### config.mk
export PLATFORM = sky130hd
export DESIGN_NAME = melody_player
export DESIGN_NICKNAME = d
export VERILOG_FILES = /design/src/rtl/melody_pkg.sv /design/src/rtl/melody_rom.sv /design/src/rtl/melody_player.sv
export SDC_FILE = /design/constraint.sdc
export NUM_CORES = 1
export LEC_CHECK = 0
export CORE_ASPECT_RATIO = 1.1
export CORE_MARGIN = 4
export CORE_UTILIZATION = 53
export CTS_CLUSTER_DIAMETER = 50
export CTS_CLUSTER_SIZE = 20
export DETAILED_ROUTE_END_ITERATION = 6
export GPL_TIMING_DRIVEN = 1
export PLACE_DENSITY = 0.74
export SYNTH_ARGS = -nofsm -noshare
export SYNTH_HDL_FRONTEND = slang
export SYNTH_SLANG_ARGS = --single-unit
### constraint.sdc
create_clock -name clk_i -period 2.3 [get_ports clk_i]
set_input_delay 0.345 -clock clk_i [delete_from_list [all_inputs] [get_ports clk_i]]
set_output_delay 0.345 -clock clk_i [all_outputs]
set_load 0.01 [all_outputs]
### src/rtl/melody_pkg.sv
// melody_pkg: shared definitions for the melody player.
//   - state_e       : playback FSM state encoding
//   - PITCH_REST    : pitch code of an explicit rest
//   - DUR_END       : duration code marking the end of a tune
//   - DEFAULT_SONG  : C-major scale up and down, one beat per note, then end marker
//   - pitch_to_key  : pitch code -> one-hot KEY bus (MSB = low C)
package melody_pkg;

   typedef enum logic [2:0] {
      ST_IDLE   = 3'd0,
      ST_LOAD   = 3'd1,
      ST_PLAY   = 3'd2,
      ST_GAP    = 3'd3,
      ST_FINISH = 3'd4
   } state_e;

   localparam logic [3:0] PITCH_REST = 4'd0;
   localparam logic [3:0] DUR_END    = 4'd0;

   // Entry i lives in bits [8*i +: 8]; entry 0 (0x11 = C4, 1 beat) is the LSB byte.
   localparam logic [511:0] DEFAULT_SONG =
      {384'h0, 128'h00112131415161718171615141312111};

   // Pitches 1..8 select C4..C5; 0 and the unused codes 9..15 are silent.
   function automatic logic [7:0] pitch_to_key(input logic [3:0] pitch);
      logic [7:0] key;
      if (pitch != PITCH_REST && pitch <= 4'd8) begin
         key = 8'h80 >> (pitch - 4'd1);
      end else begin
         key = 8'h00;
      end
      return key;
   endfunction

endpackage

### src/rtl/melody_rom.sv
// melody_rom: fixed note table, combinational read.
//   idx_i   in  6  table index
//   entry_o out 8  {pitch[3:0], dur[3:0]}
module melody_rom
   import melody_pkg::*;
#(
   parameter logic [511:0] SONG_TABLE = DEFAULT_SONG
) (
   input  logic [5:0] idx_i,
   output logic [7:0] entry_o
);

   assign entry_o = SONG_TABLE[{idx_i, 3'b000} +: 8];

endmodule

### src/rtl/melody_player.sv
// melody_player: autonomous tune sequencer in front of the piezo tone generator.
//   clk_i       in  1  system clock
//   resetn_i    in  1  synchronous active-low reset
//   start_i     in  1  start playback from entry 0 (IDLE only)
//   stop_i      in  1  abort playback, priority over start_i
//   loop_i      in  1  at end of tune: restart instead of finishing
//   key_in_i    in  8  manual keypad, passed through while idle
//   key_o       out 8  one-hot note to the tone generator (registered)
//   busy_o      out 1  high whenever not idle
//   done_o      out 1  one-cycle pulse when a tune ends without looping
//   note_idx_o  out 6  current table index
module melody_player
   import melody_pkg::*;
#(
   parameter int unsigned  TICK_DIV   = 5_000_000,
   parameter int unsigned  GAP_CYC    = 500_000,
   parameter int unsigned  SONG_LEN   = 32,
   parameter logic [511:0] SONG_TABLE = DEFAULT_SONG
) (
   input  logic       clk_i,
   input  logic       resetn_i,
   input  logic       start_i,
   input  logic       stop_i,
   input  logic       loop_i,
   input  logic [7:0] key_in_i,
   output logic [7:0] key_o,
   output logic       busy_o,
   output logic       done_o,
   output logic [5:0] note_idx_o
);

   localparam logic [27:0] TICK_W   = 28'(TICK_DIV);
   localparam logic [23:0] GAP_W    = 24'(GAP_CYC);
   localparam logic [5:0]  LAST_IDX = 6'(SONG_LEN - 1);

   state_e      state_q, state_d;
   logic [5:0]  idx_q, idx_d;
   logic [27:0] cnt_q, cnt_d;
   logic [23:0] gap_q, gap_d;
   logic [7:0]  key_q, key_d;
   logic        busy_q, busy_d;
   logic        done_q, done_d;
   logic [7:0]  entry_s;
   logic        note_over_s;

   melody_rom #(.SONG_TABLE(SONG_TABLE)) u_rom (
      .idx_i   (idx_q),
      .entry_o (entry_s)
   );

   // Next-state, counters and next output values.
   always_comb begin
      state_d     = state_q;
      idx_d       = idx_q;
      cnt_d       = cnt_q;
      gap_d       = gap_q;
      note_over_s = 1'b0;

      case (state_q)
         ST_IDLE: begin
            if (start_i && !stop_i) begin
               state_d = ST_LOAD;
               idx_d   = 6'd0;
            end else begin
               state_d = ST_IDLE;
            end
         end
         ST_LOAD: begin
            if (entry_s[3:0] == DUR_END) begin
               state_d = ST_FINISH;
            end else begin
               state_d = ST_PLAY;
               cnt_d   = 28'(entry_s[3:0]) * TICK_W - 28'd1;
            end
         end
         ST_PLAY: begin
            if (cnt_q != 28'd0) begin
               cnt_d = cnt_q - 28'd1;
            end else if (GAP_W != 24'd0) begin
               state_d = ST_GAP;
               gap_d   = GAP_W - 24'd1;
            end else begin
               note_over_s = 1'b1;
            end
         end
         ST_GAP: begin
            if (gap_q != 24'd0) begin
               gap_d = gap_q - 24'd1;
            end else begin
               note_over_s = 1'b1;
            end
         end
         ST_FINISH: begin
            // done_q was raised on entry only when LOOP was low, so it doubles
            // as the remembered loop decision.
            idx_d = 6'd0;
            if (done_q) begin
               state_d = ST_IDLE;
            end else begin
               state_d = ST_LOAD;
            end
         end
         default: begin
            state_d = ST_IDLE;
            idx_d   = 6'd0;
         end
      endcase

      if (note_over_s) begin
         if (idx_q == LAST_IDX) begin
            state_d = ST_FINISH;
         end else begin
            state_d = ST_LOAD;
            idx_d   = idx_q + 6'd1;
         end
      end else begin
         idx_d = idx_d;
      end

      if (stop_i && state_q != ST_IDLE) begin
         state_d = ST_IDLE;
         idx_d   = 6'd0;
         cnt_d   = 28'd0;
         gap_d   = 24'd0;
      end else begin
         cnt_d = cnt_d;
      end

      // KEY follows the state being entered so the register lines up with it;
      // the first idle cycle after playback is silent, not keypad.
      case (state_d)
         ST_IDLE:  key_d = (state_q == ST_IDLE) ? key_in_i : 8'h00;
         ST_PLAY:  key_d = pitch_to_key(entry_s[7:4]);
         default:  key_d = 8'h00;
      endcase

      busy_d = (state_d != ST_IDLE);
      done_d = (state_d == ST_FINISH) && !loop_i;
   end

   // State, counter and output registers with synchronous reset.
   always_ff @(posedge clk_i) begin
      if (!resetn_i) begin
         state_q <= ST_IDLE;
         idx_q   <= 6'd0;
         cnt_q   <= 28'd0;
         gap_q   <= 24'd0;
         key_q   <= 8'h00;
         busy_q  <= 1'b0;
         done_q  <= 1'b0;
      end else begin
         state_q <= state_d;
         idx_q   <= idx_d;
         cnt_q   <= cnt_d;
         gap_q   <= gap_d;
         key_q   <= key_d;
         busy_q  <= busy_d;
         done_q  <= done_d;
      end
   end

   assign key_o      = key_q;
   assign busy_o     = busy_q;
   assign done_o     = done_q;
   assign note_idx_o = idx_q;

endmodule

## Word level (Yosys, flattened, before mapping)

Cells that the tools add are included.

- Register bits after elaboration: 71
- Bits in latches: 0
- Bits in writable memories: 0
- ROM bits: 0
- Input port bits: 13
- Word-level logic and storage cells: 71
- Memories: 0

- $add $sub $neg: 5
- $mul: 1
- Div/mod/pow operators: 0
- Magnitude comparators: 1
- Equality and inequality tests: 11
- Shift-type cells: 2
- Mux-type cells: 23
- Bitwise logic cells: 1
- Reduce and logical (&&, ||, !) cells: 20

Operators with widths:

| kind | count |
|---|---|
| 512-bit by 10-bit indexed part select with 8-bit output, first input constant | 1 |
| 28-bit two-way mux | 2 |
| 28-bit one-hot mux with 2 select lines | 1 |
| 24-bit two-way mux | 2 |
| 24-bit one-hot mux with 2 select lines | 1 |
| 28-bit nonzero test | 1 |
| 27-bit by 1-bit subtractor with 28-bit output, second input constant | 1 |
| 28-bit by 1-bit subtractor with 28-bit output, second input constant | 1 |
| 24-bit nonzero test | 1 |
| 24-bit by 1-bit subtractor with 24-bit output, second input constant | 1 |
| 4-bit by 17-bit multiplier with 21-bit output, second input constant | 1 |
| 6-bit two-way mux | 3 |
| 8-bit two-way mux | 2 |
| 8-bit one-hot mux with 2 select lines | 1 |
| 3-bit two-way mux | 5 |
| 3-bit one-hot mux with 5 select lines | 1 |
| 6-bit one-hot mux with 2 select lines | 1 |
| 3-bit by 2-bit == test with 1-bit output, second input constant | 3 |
| 2-bit != test, second input constant | 4 |
| 8-bit by 4-bit >> shifter with 8-bit output, first input constant | 1 |
| 6-bit by 1-bit adder with 6-bit output, second input constant | 1 |
| 3-bit == test, second input constant | 2 |
| 6-bit by 5-bit == test with 1-bit output, second input constant | 1 |
| 3-bit logical NOT | 2 |
| 14 further kinds | 24 |

## Longest topological paths before layout

Gate-level depths: netlist (run 1).

- Word-level depth: 8
- Mapped depth: 8
- Gate-level depth less buffers: 7

## Hierarchy

Synthesis (run 1) repeated with hierarchy kept, for this count alone.

- Cells, all modules: 669
- Area total of the unflattened synthesis: 5,252.5 µm²

By module, submodules not included:

| module | instances | cells each | area an instance (µm²) |
|---|---|---|---|
| melody_player | 1 | 649 | 5,097.4 |
| melody_rom | 1 | 20 | 155.1 |

## Least setup slack after synthesis (run 1)

OpenSTA, ideal clock, no wires.

- Path type: flip-flop to flip-flop
- Start: register idx_q[0], in the netlist note_idx_o[0]
- End: register cnt_q[26]
- Arrival: 2.438 ns
- Slack: -0.212 ns
- Stages on the path, launching flop included: 8
- Period minus slack after synthesis: 2.512 ns
- Path through: dfxtp_1 > ha_1 > ha_1 > a211o_1 > or3_1 > or4_1 > a2111o_1 > o21ai_0

- Longest elaborated chain between the ends: 5
- Elaborated cells between the ends (all ways): 8
- Those cells by class: 1 x add/sub; 1 x mul; 1 x eq/ne; 1 x shift; 2 x mux; 2 x reduce/logical

Ends and longest elaborated chain:

| item | RTL line | text |
|---|---|---|
| start, declared | melody_player.sv:37 | `logic [5:0] idx_q, idx_d;` |
| start signal, assigned | melody_player.sv:153 | `idx_q <= idx_d;` |
| 512-bit by 10-bit indexed part select with 8-bit output * | melody_rom.sv:13 | `assign entry_o = SONG_TABLE[{idx_i, 3'b000} +: 8];` |
| 4-bit by 17-bit multiplier with 21-bit output | melody_player.sv:73 | `cnt_d = 28'(entry_s[3:0]) * TICK_W - 28'd1;` |
| 27-bit by 1-bit subtractor with 28-bit output | melody_player.sv:73 |  |
| 28-bit two-way mux | melody_player.sv:69 | `if (entry_s[3:0] == DUR_END) begin` |
| 28-bit one-hot mux with 2 select lines | melody_player.sv:59 | `case (state_q)` |
| end signal, assigned | melody_player.sv:154 | `cnt_q <= cnt_d;` |
| end, declared | melody_player.sv:38 | `logic [27:0] cnt_q, cnt_d;` |

Mark *: on every way between the ends. The rest lies on a longest branch, timed or not. The select of a mux whose other input is x is not followed.
A chain may end at the register's enable or synchronous reset.

## Worst setup path in the final report (run 1)

- Start: register idx_q[1], in the netlist note_idx_o[1]
- End: register cnt_q[26]

The elaborated chain is that of the path after synthesis.

==> flow_metrics.py, run 1 <==
metrics = {
    "yosys": {
        "syn_area_per_cell_sq_um": 8.40,
        "ys_seq_area_share_pct": 37.8,
        "synth-main-ff-cell": "dfxtp_1",
        "synthesis.area_sq_um": 3760,
        "synthCells": 448,
        "yosysUniqueCellTypes": 54,
        "synth_top_area_cell": "dfxtp_1",
        "netlist.area_leader.share_pct": 37.8,
        "synthArstFlopShare_pct": 0,
        "ys_top_cells_by_area": "dfxtp_1 (38%), a21oi_1 (4.3%), or4_1 (4.0%)",
        "yosysWarnings": 0,
        "synth-edff-count": 0,
        "synth-seq-cells": 71,
        "synth_nets": 466,
    },
    "placement": {
        "gp_congestion": 0.924,
        "dp.cells": 587,
        "pre_cts_ws_ps": -30.3,
        "hpwl_microns": 7080,
        "port_buffers": 28,
    },
    "layout": {
        "regArea_sq_um": 1430,
        "fill_cells": 515,
        "stdcell_count": 606,
        "drive_gt1_share_pct": 21.8,
        "layout.nets": 537,
        "diodes": 0,
        "multi_input_area_sq_um": 2330,
        "areaGrowthSynthToFinish_pct": 28.2,
    },
    "setup_path": {
        "worstPathCellList": "ha_4 > ha_2 > a211o_1 > or3_4 > or4_4 > a2111o_1 > o21ai_1",
        "critical_path_arrival_ps": 2550,
        "crit_fanout": 2,
        "cp.required_ps": 2580,
        "critPathMaxStageDelay_ps": 420,
        "slowest_stage": "or4_4",
        "critical_path.startpoint_type": "flip-flop",
        "crit_type": "reg2reg",
        "critPathCaptureType": "flip-flop",
    },
    "routing": {
        "drc": 0,
        "dr.pass1.iters": 7,
        "routedWlPerCell_microns": 16.1,
        "drt_first_iter_violations": 230,
        "routed_wl_microns": 9750,
        "vias": 3785,
        "drtAntennaViolNets": 0,
        "via_per_inst": 6.25,
    },
    "global_routing": {
        "antenna_found_initial": 0,
        "gr-total-overflow": 0,
        "grt_pass1_vias": 3508,
        "grt_max_degree": 16,
        "grt_pass1_wl_microns": 16200,
        "grt_usage_pct": 23.9,
    },
    "hold_path": {
        "hold_path.class": "reg2reg",
    },
    "status": {
        "status": "finished clean",
    },
    "sta": {
        "rsz0062_at_grt": "true",
        "maxSlewViolCount": 0,
        "worst_pin_slew_ps": 617,
        "fin_crit_sh_pct": 98.7,
        "hold_viol": 0,
        "setup_ws_ps": 29.8,
        "fin_crit_ps": 2270,
        "fmax_ghz": 0.440,
        "finalClockSkew_ps": 8.59,
        "fin_tns_setup_ps": 0,
        "whs_ps": 468,
        "setup_viol": 0,
        "max_slew_margin_pct": 58.8,
    },
    "clocking": {
        "ctsHoldBuffers": 0,
        "cts_buffers": 9,
        "cts-root-buf": "clkbuf_8",
        "insertion_delay_ps": 350,
        "clock_sinks": 71,
        "cts_tree": "yes",
        "clockBufferDepth": 2,
        "htreeDepth": 3,
        "path_clk_slew_ps": 80,
    },
    "floorplan": {
        "dieHeight_microns": 96.4,
        "die_area_sq_um": 8520,
        "coreArea_sq_um": 6750,
        "dieWidth_microns": 88.4,
        "start_util_pct": 55.8,
        "ios": 29,
        "rows": 31,
    },
    "pwr": {
        "ir_drop_uv": 398,
        "leakagePower_uw": 0.00178,
        "power_uw": 2950,
        "pwr_density_cell_nw_per_um2": 611,
    },
    "run": {
        "drv_cap": 0,
    },
}
-- layout make-up --
cell class / count / area share (%)
Multi-Input combinational cell: 342 / 48.2
Sequential cell: 71 / 29.6
Timing Repair Buffer: 87 / 15.4
Clock buffer: 10 / 2.85
Tap cell: 82 / 2.12
Clock inverter: 6 / 1.24
Inverter: 8 / 0.622
-- worst paths after layout --
check	slack (ps)	from	endpoint	cells after the start
max reg2reg	30	note_idx_o[1]$_SDFF_PP0_	cnt_q[26]$_SDFFE_PP0P_	7
max	30	note_idx_o[1]$_SDFF_PP0_	cnt_q[26]$_SDFFE_PP0P_	7
min reg2reg	470	gap_q[0]$_SDFFE_PP0P_	gap_q[0]$_SDFFE_PP0P_	1
min	470	gap_q[0]$_SDFFE_PP0P_	gap_q[0]$_SDFFE_PP0P_	1
-- metal layers --
| metal | up-vias | wire length (microns) | global-route usage, % |
|---|---|---|---|
| met5 | - | 0 | 0 |
| met4 | 0 | 219 | 9.82 |
| met3 | 16 | 412 | 3.56 |
| met2 | 100 | 4950 | 41.6 |
| met1 | 1805 | 4180 | 29.3 |
| li1 | 1864 | - | - |
-- through the flow --
step                instance area, sq um  utilization [%]
floorplan                           3800                -
global placement                    4490             66.5
detailed placement                  4490             66.5
CTS                                 4700             69.7
global route                        4830             71.5
finish                              4830             71.5
-- cells in the final DEF (no fill, tap or decap), drive strengths merged, types with 3 or more instances in the layout --
cell           count
nor4              17
ha                 5
or3               23
nand3b             3
xnor2              8
nand4b             5
buf               59
dfxtp             71
nand2             28
clkinv             3
o211ai             4
nor2              31
o41ai              7
nor3              19
o31ai             15
nand4              8
nor3b              3
o21ai             26
or2                4
xor2              15
nor4b              4
o311ai             3
nand2b             3
a21oi             32
clkdlybuf4s50     28
and2               3
clkbuf            10
a211oi             9
or4               20
inv                8
nand3             14
a31oi             12
-- worst max-delay path: cells and delay by family (launching register included) --
family,cells,cell delay (ps)
flops,1,340
simple gates,2,760
compound gates,3,770
fa+ha+maj,2,330
-- sequential cells by signal, summed over array words and instances (netlist names) --
name	count
state_q	3
busy_o	1
done_o	1
note_idx_o	6
gap_q	24
cnt_q	28
key_o	8
-- cells in the mapped netlist, types with 4 or more instances --
library cell,n
dfxtp_1,71
a21oi_1,32
nor2_1,31
nand2_1,28
clkbuf_1,23
o21ai_0,23
or3_1,23
or4_1,20
nor3_1,19
nor4_1,15
xor2_1,15
nand3_1,14
o31ai_1,13
a31oi_1,12
a211oi_1,9
inv_1,8
nand4_1,8
o41ai_1,7
xnor2_1,7
ha_1,5
nand4b_1,4
o211ai_1,4
or2_2,4
-- where the power goes --
part / switching [uW] / total, uW / internal (uW)
clock network: 485 / 1010 / 525
logic: 359 / 641 / 282
registers: 29.9 / 1300 / 1270
-- cells by family after synthesis --
| kind of cell | share of synthesized area [%] |
|---|---|
| AOI/OAI and AO/OA | 20.8 |
| xor gates and xnor gates | 5.55 |
| adders and majority gates | 1.66 |
| buffers and inverters | 3.69 |
| DFF | 37.8 |
| muxes | 0.266 |
| and+or+nand+nor | 30.2 |
-- repair_timing --
action	4_1_cts	5_1_grt
pin swaps	1	7
setup buffers	0	3
cloned	0	0
gates resized for setup	3	28
endpoints found under the hold margin	0	0
endpoints found under the setup margin	3	47
(Power assumes the default switching activity.)
==> run 2, diff against run 1 <==
--- a/config.mk
+++ b/config.mk
@@ -7,12 +7,12 @@
 export LEC_CHECK = 0
 export CORE_ASPECT_RATIO = 1.1
 export CORE_MARGIN = 4
-export CORE_UTILIZATION = 53
+export CORE_UTILIZATION = 58
 export CTS_CLUSTER_DIAMETER = 50
 export CTS_CLUSTER_SIZE = 20
 export DETAILED_ROUTE_END_ITERATION = 6
 export GPL_TIMING_DRIVEN = 1
-export PLACE_DENSITY = 0.74
+export PLACE_DENSITY = 0.77
 export SYNTH_ARGS = -nofsm -noshare
 export SYNTH_HDL_FRONTEND = slang
 export SYNTH_SLANG_ARGS = --single-unit
==> constraint.sdc (replaced) <==
create_clock -name clk_i -period 2.2 [get_ports clk_i]
set_input_delay 0.66 -clock clk_i [delete_from_list [all_inputs] [get_ports clk_i]]
set_output_delay 0.66 -clock clk_i [all_outputs]
set_load 0.01 [all_outputs]
==> run 2 against run 1 <==
The flow now finishes with violations (setup timing). Wire length grew 37%. Combinational power grew 45%. Setup slack lost 160 ps. Via count grew 16%. Final area grew 15%. Total power grew 18%. Sequential share of layout area shrank 3.9 points. Clock skew grew 5.1 ps. Register-to-register slack lost 160 ps. Non-clock buffer count grew 38. Hold slack gained 16 ps. Cell count grew 5.8%. Critical path type unchanged. Critical endpoint is now done_o$_SDFF_PN0_. Largest power group unchanged. Highest routed layer unchanged.
==> flow_metrics.py, run 2 (synthesis gave the netlist of run 1 again) <==
metrics = {
    "floorplan": {
        "dieWidth_microns": 84.8,
        "die_area_sq_um": 7850,
        "ios": 29,
        "start_util_pct": 60.4,
        "rows": 30,
        "dieHeight_microns": 92.5,
        "coreArea_sq_um": 6230,
    },
    "setup_path": {
        "critical_path_arrival_ps": 2590,
        "reg2reg_depth": 7,
        "critPathCaptureType": "flip-flop",
        "critical_path.startpoint_type": "flip-flop",
        "crit_type": "reg2reg",
        "cp.required_ps": 2460,
        "crit_fanout": 5,
    },
    "placement": {
        "port_buffers": 28,
        "pre_cts_ws_ps": -241,
        "dp.cells": 615,
        "gp_congestion": 0.951,
        "hpwl_microns": 7810,
    },
    "global_routing": {
        "grt_usage_pct": 29.7,
        "gr-total-overflow": 0,
        "grt_max_degree": 16,
        "antenna_found_initial": 0,
        "grt_pass1_vias": 4017,
        "grt_pass1_wl_microns": 19100,
    },
    "pwr": {
        "clock_power_share_pct": 34.3,
        "p_int_uw": 2400,
        "power_uw": 3480,
        "swShare_pct": 30.9,
        "comb_power_share_pct": 26.7,
        "switchingPower_uw": 1080,
        "pwr_density_cell_nw_per_um2": 625,
        "ir_drop_uv": 475,
        "leakagePower_uw": 0.00207,
        "power_frac_seq_pct": 39.0,
    },
    "routing": {
        "drc": 0,
        "routedWlPerCell_microns": 20.8,
        "drt_first_iter_violations": 403,
        "via_per_inst": 6.87,
        "drtAntennaViolNets": 0,
        "vias": 4405,
        "routed_wl_microns": 13400,
        "dr.pass1.iters": 6,
    },
    "sta": {
        "fin_crit_ps": 2330,
        "max_slew_margin_pct": 59.9,
        "finalClockSkew_ps": 13.7,
        "rsz0062_at_grt": "true",
        "setup_ws_ps": -128,
        "hold_viol": 0,
        "fmax_ghz": 0.430,
        "whs_ps": 484,
        "setup_viol": 26,
        "worst_pin_slew_ps": 598,
        "fin_crit_sh_pct": 106,
        "maxSlewViolCount": 0,
    },
    "clocking": {
        "clockBufferDepth": 2,
        "cts_tree": "yes",
        "htreeDepth": 3,
        "cts-root-buf": "clkbuf_8",
        "clock_sinks": 71,
        "insertion_delay_ps": 350,
        "cts_buffers": 9,
        "path_clk_slew_ps": 80,
    },
    "layout": {
        "largest-register": "cnt_q",
        "mostFrequentLayoutCell": "buf_4",
        "final_cell_mix": "buf_4 (83), dfxtp_1 (63), nor2_1 (28), clkdlybuf4s50_1 (28), nand2_1 (27)",
        "largest_reg_flops": 28,
        "diodes": 0,
        "drive_gt1_share_pct": 37.8,
        "stdcell_count": 641,
        "fill_cells": 253,
        "layout.nets": 575,
        "areaGrowthSynthToFinish_pct": 47.8,
    },
    "hold_path": {
        "hold_path.class": "reg2reg",
        "whs_path_depth": 2,
    },
    "status": {
        "failed_checks": "setup timing",
        "status": "complete, but fails checks",
    },
    "run": {
        "drv_cap": 0,
    },
}
run 2: cell types whose count changed in the layout (fill, tap and decap cells not counted), sizes merged:
cell / delta
clkinv: -3
clkinvlp: +1
buf: +37
bufinv: +1
clkbuf: +1
run 2: worst max-delay path, stage by stage (launching register included):
cell	delay, ps
dfxtp_2	330
or4_4	550
or4b_4	570
buf_8	160
buf_6	110
nor2_4	140
a31oi_4	120
nor4_2	270
run 2: what timing repair did:
| item | in CTS | in global routing |
|---|---|---|
| hold buffers | 0 | 0 |
| cloned | 0 | 1 |
| pin swaps | 6 | 43 |
| setup endpoints to repair | 52 | 61 |
| buffers inserted | 1 | 9 |
| gates resized for setup | 20 | 99 |
run 2: final timing paths:
| path | end | startpoint | slack, ps |
|---|---|---|---|
| worst max-delay path | done_o$_SDFF_PN0_ | gap_q[17]$_SDFFE_PP0P_ | -130 |
| worst min-delay path | cnt_q[15]$_SDFFE_PP0P_ | cnt_q[15]$_SDFFE_PP0P_ | 480 |
| worst max register to register | done_o$_SDFF_PN0_ | gap_q[17]$_SDFFE_PP0P_ | -130 |
| worst min register to register | cnt_q[15]$_SDFFE_PP0P_ | cnt_q[15]$_SDFFE_PP0P_ | 480 |
run 2: metrics by stage:
stage                     util (%)  cell area [sq um]  TNS (ps)
after floorplan                  -               3850      -718
after global placement        76.4               4760      -971
after detailed placement      76.4               4760     -2870
after CTS                     81.6               5090      -155
after global routing          89.3               5570     -4060
final                         89.3               5570     -1130
run 2: area by class of cell:
type / instances / area [sq um] / share of cell area [%]
Clock inverter: 5 / 82.6 / 1.48
Timing Repair Buffer: 125 / 1100 / 19.7
Inverter: 8 / 30.0 / 0.540
Multi-Input combinational cell: 342 / 2690 / 48.3
Tap cell: 80 / 100 / 1.80
Clock buffer: 10 / 138 / 2.47
Sequential cell: 71 / 1430 / 25.7
run 2: routing by layer:
layer	vias to the layer above	track usage [%]	share of wire, %
met2	276	53.7	51
met3	80	4.00	7.0
met4	0	13.6	5.0
met1	2113	34.4	37
met5	-	0	0
li1	1936	-	-
run 2: power groups by stage:
stage / Sequential [uW] / Combinational (uW) / Clock, uW
floorplan: 1390 / 377 / 0
global placement: 1380 / 677 / 0
detailed placement: 1380 / 695 / 0
CTS: 1350 / 743 / 1170
global route: 1360 / 981 / 1240
finish: 1360 / 928 / 1190
